File: src/rtl/ab_arb_pkg.sv
// Shared types and the tie-break rule for the two-requester mutex arbiter.
package ab_arb_pkg;

  typedef enum logic [1:0] {
    IDLE    = 2'd0,
    GRANT_A = 2'd1,
    GRANT_B = 2'd2,
    GAP     = 2'd3
  } arb_state_t;

  typedef enum logic {
    OWN_A = 1'b0,
    OWN_B = 1'b1
  } owner_t;

  // On a tie the side that did not own the resource last goes first.
  function automatic arb_state_t arbitrate(input logic req_a, input logic req_b,
                                           input owner_t last_owner);
    arb_state_t pick;
    if (req_a && req_b) pick = (last_owner == OWN_A) ? GRANT_B : GRANT_A;
    else if (req_a)     pick = GRANT_A;
    else if (req_b)     pick = GRANT_B;
    else                pick = IDLE;
    return pick;
  endfunction

endpackage

File: src/rtl/ab_hold_timer.sv
// Loadable saturating down-counter; expired is high while the count sits at zero.
module ab_hold_timer #(
  parameter int WIDTH = 4
) (
  input  logic             clk,
  input  logic             reset_n,
  input  logic             load,
  input  logic [WIDTH-1:0] load_val,
  input  logic             dec,
  output logic             expired
);

  logic [WIDTH-1:0] count;

  always_ff @(posedge clk or negedge reset_n) begin
    if (!reset_n)                count <= '0;
    else if (load)               count <= load_val;
    else if (dec && count != '0) count <= count - 1'b1;
  end

  assign expired = (count == '0);

endmodule

File: src/rtl/ab_mutex_arbiter.sv
// Two-requester round-robin arbiter with bounded hold and a dead gap between owners.
//   state   | meaning
//   IDLE    | no owner, arbitrating every edge
//   GRANT_A | signal_a high, hold timer running
//   GRANT_B | signal_b high, hold timer running
//   GAP     | both grants low for GAP_CYCLES, arbitrates on its final edge
module ab_mutex_arbiter
  import ab_arb_pkg::*;
#(
  parameter int MAX_HOLD   = 8,
  parameter int GAP_CYCLES = 1
) (
  input  logic clk,
  input  logic reset_n,
  input  logic req_a,
  input  logic req_b,
  output logic signal_a,
  output logic signal_b,
  output logic busy,
  output logic timeout_a,
  output logic timeout_b
);

  localparam int HOLD_W = $clog2(MAX_HOLD + 1);

  arb_state_t state, state_nxt;
  owner_t     last_owner, owner_nxt;
  logic       hold_load, hold_dec, hold_zero;
  logic       gap_load, gap_dec, gap_zero;
  logic       to_a, to_b;

  always_comb begin
    state_nxt = state;
    owner_nxt = last_owner;
    to_a      = 1'b0;
    to_b      = 1'b0;
    case (state)
      IDLE: state_nxt = arbitrate(req_a, req_b, last_owner);
      GRANT_A: begin
        if (!req_a || hold_zero) begin
          state_nxt = GAP;
          owner_nxt = OWN_A;
          to_a      = req_a && hold_zero;
        end
      end
      GRANT_B: begin
        if (!req_b || hold_zero) begin
          state_nxt = GAP;
          owner_nxt = OWN_B;
          to_b      = req_b && hold_zero;
        end
      end
      GAP: if (gap_zero) state_nxt = arbitrate(req_a, req_b, last_owner);
      default: state_nxt = IDLE;
    endcase
  end

  // Grants never follow each other directly, so any change into a grant is a fresh one.
  assign hold_load = (state_nxt == GRANT_A || state_nxt == GRANT_B) && (state_nxt != state);
  assign hold_dec  = (state == GRANT_A) || (state == GRANT_B);
  assign gap_load  = (state_nxt == GAP) && (state != GAP);
  assign gap_dec   = (state == GAP);

  ab_hold_timer #(.WIDTH(HOLD_W)) u_hold_timer (
    .clk      (clk),
    .reset_n  (reset_n),
    .load     (hold_load),
    .load_val (HOLD_W'(MAX_HOLD - 1)),
    .dec      (hold_dec),
    .expired  (hold_zero)
  );

  ab_hold_timer #(.WIDTH(4)) u_gap_timer (
    .clk      (clk),
    .reset_n  (reset_n),
    .load     (gap_load),
    .load_val (4'(GAP_CYCLES - 1)),
    .dec      (gap_dec),
    .expired  (gap_zero)
  );

  always_ff @(posedge clk or negedge reset_n) begin
    if (!reset_n) begin
      state      <= IDLE;
      last_owner <= OWN_B;
      signal_a   <= 1'b0;
      signal_b   <= 1'b0;
      busy       <= 1'b0;
      timeout_a  <= 1'b0;
      timeout_b  <= 1'b0;
    end else begin
      state      <= state_nxt;
      last_owner <= owner_nxt;
      signal_a   <= (state_nxt == GRANT_A);
      signal_b   <= (state_nxt == GRANT_B);
      busy       <= (state_nxt != IDLE);
      timeout_a  <= to_a;
      timeout_b  <= to_b;
    end
  end

endmodule
File: config.mk
export PLATFORM = sky130hd
export DESIGN_NAME = ab_mutex_arbiter
export DESIGN_NICKNAME = d
export VERILOG_FILES = /design/src/rtl/ab_arb_pkg.sv /design/src/rtl/ab_hold_timer.sv /design/src/rtl/ab_mutex_arbiter.sv
export SDC_FILE = /design/constraint.sdc
export NUM_CORES = 1
export LEC_CHECK = 0
export BUFFER_PORTS_ARGS = -buffer_cell sky130_fd_sc_hd__buf_2
export CAP_MARGIN = 10
export CORE_MARGIN = 4
export CORE_UTILIZATION = 53
export DETAILED_ROUTE_END_ITERATION = 10
export HOLD_SLACK_MARGIN = 0.12
export PLACE_DENSITY_LB_ADDON = 0.08
export SETUP_SLACK_MARGIN = 0.5
export SYNTH_ARGS = -nofsm -noshare
export SYNTH_HDL_FRONTEND = slang
export SYNTH_SLANG_ARGS = --single-unit
File: constraint.sdc
create_clock -name clk -period 3.8 [get_ports clk]
set_input_delay 0.19 -clock clk [delete_from_list [all_inputs] [get_ports clk]]
set_output_delay 0.19 -clock clk [all_outputs]
set_load 0.02 [all_outputs]
# == After elaboration in Yosys (flattened, before gate mapping) ==
# Index checks and enable logic that the tools add are counted.
# classes
n_addsub,2
n_reduce_logical,23
muxes,19
eq_ne,10
# ops
cell,count
4-bit two-way mux,4
2-bit two-way mux,7
2-bit equality test (second input constant),4
4-bit logical NOT,2
2-bit case mux with 4 select lines,1
2-bit nonzero test,4
4-bit nonzero test,2
4-bit by 1-bit subtractor with 4-bit output (second input constant),2
1-bit logical AND,7
1-bit two-way mux,6
2-bit != test (second input constant),3
2-bit by 1-bit equality test with 1-bit output (second input constant),2
1-bit logical OR,4
3-bit AND reduction,1
1-bit logical NOT,2
2-bit logical NOT,1
2-bit != test,1
1-bit case mux with 2 select lines,1
# totals
output_inout_bits,5
wordCells,63
in_bits,4
register_bits,16

# == Longest topological paths before layout ==
# depth
word_depth,9
ltp_mapped,12
depth_no_buf,12

# == By module ==
# Synthesis repeated with hierarchy kept, for this count alone.
# hier_totals
hier_cells,108
area_unflattened_um2,1082.3
# modules_own_cells
module,seq_area_each_um2,area_per_inst_um2,instances,cells_each
ab_mutex_arbiter,201.4,541.8,1,54
ab_hold_timer,100.1,270.3,2,27

# == Worst setup path before layout ==
# Ideal clock, no wire load.
# synth_timing
path_type,flip-flop to flip-flop
from,register u_hold_timer.count[0]
to,register u_hold_timer.count[1]
synth_period_minus_slack_ps,2655
n_path_buf,0
setup_time_ps,138
path_stages_with_launch,12
arrival_time_ps,2517
slack_ps,1145
required_ps,3662
cell_sequence,dfrtp_1 -> inv_1 -> ha_1 -> or3b_1 -> a211oi_1 -> a31oi_1 -> and3_1 -> ha_1 -> nor2_1 -> mux2_4 -> nor3_2 -> o211ai_1
# synth_between
elab_chain_len,8
word_cells_on_any_way,17
classes_between,add/sub: 1; eq/ne: 3; mux: 5; reduce/logical: 8
# synth_lines
element,line,rtl
from (decl),ab_hold_timer.sv:13,logic [WIDTH-1:0] count;
from (signal assigned),ab_hold_timer.sv:17,else if (load) count <= load_val;
from (signal assigned),ab_hold_timer.sv:18,else if (dec && count != '0) count <= count - 1'b1;
4-bit logical NOT,ab_hold_timer.sv:21,assign expired = (count == '0);
"1-bit logical OR, on equally long branches","ab_mutex_arbiter.sv:47, ab_mutex_arbiter.sv:40",
"2-bit two-way mux, on equally long branches","ab_mutex_arbiter.sv:47, ab_mutex_arbiter.sv:40",
2-bit case mux with 4 select lines,ab_mutex_arbiter.sv:37,case (state)
2-bit by 1-bit equality test with 1-bit output or 2-bit equality test (tied branches),ab_mutex_arbiter.sv:59,assign hold_load = (state_nxt == GRANT_A || state_nxt == GRANT_B) && (state_nxt != state);
1-bit logical OR,ab_mutex_arbiter.sv:59,
1-bit logical AND,ab_mutex_arbiter.sv:59,
4-bit two-way mux or 2-bit nonzero test (tied branches),--,
# Several ways; a longest one is shown, not always the timed one. The select of a mux whose other input is x is not followed.
# A chain may end at the register's enable or synchronous reset.

# == Worst setup path in the final report ==
# Ends and elaborated chain as after synthesis.

==> summary.md <==
| Metric | Value |
|---|---|
| Worst min path class | in -> reg |
| Num CTS Buffers | 3 |
| Max Slew Vio Count | 0 |
| Core area | 0.00173 mm2 |
| Setup TNS | 0 ns |
| CP Buf/Inv Count | 1 |
| CP required | between 3 and 4 ns |
| Final RePlAce weighted congestion | roughly 0.77 |
| Crit path arrival time | 3.10 ns |
| Final wirelength | 1680 um |
| Initial antenna violation count | 0 |
| F_max | 340 MHz |
| Yosys cell types | 34 |
| Main combinational cell family by area after synthesis | simple AND/OR/NAND/NOR gates |
| Clk root buf | clkbuf_4 |
| Top cell type by total area after synthesis | dfrtp_1 |
| Unrepaired setup endpoints after global routing | no |
| CP peak stage delay | 0.42 ns |
| First-pass GRT wire length | 3100 um |
| DR WL/cell | about 12 um |
| Minimum clock period after layout | ~2.9 ns |
| Sequential share of the synthesized area | a little over two fifths |
| Leading cell types in the layout, fill and taps excluded | dfrtp_1, nand2_1, inv_1, ha_1, buf_2 |
| Startpoint Class | flip-flop |
| Critical Path End Type | flip-flop |
| CTS resizes | 0 |
| Met1 Usage GRT | 20.9% |
| Die Ht | 50.7 um |
| Design area | about 0.0011 mm2 |
| Post-synthesis compound-gate area fraction | between 10% and 20% |
| Maximum vdd drop | 0.000434 V |
| Crit Path Max Fanout | 6 |
| Critical path type | reg -> reg |
| Pwr per Cell Area | ~760 mW/mm2 |
| Average size of a mapped cell | 9.95 um2 |
| Initial drt markers | 14 |
| Ranking of synthesized cells by area | dfrtp_1, ha_1, nand2_1 |
| GR Layer Usage met2 | 24.6% |
| Rows | 15 |
| Period utilization | ~77% |
| Largest net degree at the start of global routing | 17 |
| Post-CTS Setup Inserts | 0 |
| All-Layer GR Usage | about 16% |
| Residual DRC | 0 |
| Xor and xnor area share after synthesis | about 1.8% |
| Post-Synth Simple-Gate Area | 21.9% |
| H-tree levels | 1 |
| Outcome | finished, final reports clean |
| Io pins | 9 |
| Area grow syn2layout | 11.2% |
| Slew @ Worst Pin | 0.526 ns |
| CTS tree | done |
| Total iterations of the first detailed-routing run | 3 |
| Fin nets | 126 |
| Cell Area, Placed | 0.00104 mm2 |
| Die width | a little over 50 um |
| Met3 Usage GRT | 3.56% |
| Layer with the highest usage | met2 |
| Post-Syn Instances | 97 |
| Worst path cell trace | inv_1 -> ha_1 -> or3b_1 -> a211oi_1 -> a31oi_1 -> and3_1 -> ha_1 -> nor2_1 -> mux2_4 -> nor3_2 -> o211ai_1 |
| Clock-pin slew on the worst setup and hold paths | 0.08 ns |
| Clk sinks | 16 |
| Layout cells sized above 1 | 20.0% |
| Critical-path top delay cell | or3b_1 |
| Latest clock arrival within the worst-skew pair | 0.29 ns |
| Synthesized cell area | 965 um2 |
| Mux share of post-synthesis cell area | 1.56% |
| PortBufs | 8 |
| Final hold slack | 0.184 ns |
| Leakage | 0.508 nW |
| Final hold violations | 0 |
| ANT cells | 0 |
| Adder-cell share of the synthesized area | 14.3% |
| Most frequent CP cell | ha_1 |
| Post-Syn Nets | 112 |
| Most common cell after layout, fill and taps aside | dfrtp_1 |
| Die Area | 0.00257 mm2 |
| Max-capacitance violation count | 0 |
| Drt via density | between 5 and 6 |
| Total gr overflow | 0 |
| DR vias | just over 700 |
| Post-detail-place hpwl | 1290 um |
| Warnings from Yosys | 0 |
| Starting Density | 55.9% |
| Endpoints failing setup | 0 |
| Max-slew headroom | 64.9% |
| Worst Skew | slightly below 0.006 ns |
| Vias in the first global route | 704 |
| Largest delay share family, worst path | simple AND/OR/NAND/NOR gates |
| #FFs+latches synth | 16 |
| DRT antenna net count | 0 |
| Maximum clock path buffer count | 2 |
| Yosys top cell area share | 38.9% |
-- layout make-up --
type	count	area [um2]
tap	25	31.3
sequential	16	402
fill	155	654
clock buffer	4	26.3
inverter	11	41.3
timing repair buffer	9	50.0
multi-input combinational	70	522
-- sequential cells by signal, indices dropped and copies added, names as in the netlist --
signal              flops
timeout_b               1
last_owner              1
u_gap_timer.count       4
signal_a                1
busy                    1
timeout_a               1
signal_b                1
state                   2
u_hold_timer.count      4
-- timing repair --
item / 4_1_cts / 5_1_grt
hold endpoints to repair: 16 / 0
hold buffers: 1 / 0
endpoints found under the setup margin: 0 / 0
-- per-layer routing --
| layer | part of all wire, % | vias to the layer above |
|---|---|---|
| met3 | 3.0 | 4 |
| li1 | - | 365 |
| met1 | 50 | 331 |
| met2 | 45 | 7 |
| met5 | 0 | - |
| met4 | 2.0 | 0 |
-- through the flow --
stage	std cells	utilization [%]	worst slack, ns	total power [W]
floorplan	97	-	1.15	0.000628
global placement	130	60.0	0.970	0.000717
detailed placement	130	60.0	0.910	0.000726
CTS	135	62.1	0.889	0.000825
global route	135	62.1	0.631	0.000914
finish	135	62.1	0.857	0.000820
-- synth_stat cells (all sizes together) --
| library cell | n |
|---|---|
| dfrtp | 15 |
| nand2 | 12 |
| ha | 11 |
| inv | 11 |
| o21ai | 6 |
| nor2 | 5 |
| a21oi | 3 |
| and3 | 3 |
| nand3 | 3 |
| nor3 | 3 |
| a211oi | 2 |
| a31o | 2 |
| o211ai | 2 |
| or3b | 2 |
| xnor2 | 2 |
| a21boi | 1 |
| a31oi | 1 |
| a32oi | 1 |
| and4 | 1 |
| and4bb | 1 |
| dfstp | 1 |
| mux2 | 1 |
| nand2b | 1 |
| nand4b | 1 |
| nand4bb | 1 |
| nor2b | 1 |
| nor3b | 1 |
| nor4 | 1 |
| o311ai | 1 |
| or2 | 1 |
-- kinds of logic after synthesis --
group / after synthesis
compound gates: 19
xor+xnor: 2
fa+ha+maj: 11
buf+inv: 11
flops: 16
mux: 1
simple gates: 37
-- worst min-delay path, stage by stage --
cell	delay (ns)
buf_2	0.13
nand2_1	0.06
a32oi_1	0.09
-- worst paths after layout --
check / start / endpoint / slack [ns] / depth (start not counted)
worst max-delay path: u_hold_timer.count[0] / u_hold_timer.count[1] / 0.86 / 11
worst min register to register: last_owner / last_owner / 0.49 / 2
worst min-delay path: req_a / last_owner / 0.18 / 3
max in group asynchronous: reset_n / last_owner / 3.14 / 2
worst max register to register: u_hold_timer.count[0] / u_hold_timer.count[1] / 0.86 / 11
min in group asynchronous: reset_n / u_gap_timer.count[2] / 0.35 / 2
-- power breakdown --
part / leakage (nW) / switching, W / internal, W
registers: 0.200 / 0.0000292 / 0.000221
clock network: 0.0150 / 0.0000517 / 0.0000408
logic: 0.293 / 0.000279 / 0.000198
(Power assumes the default switching activity.)
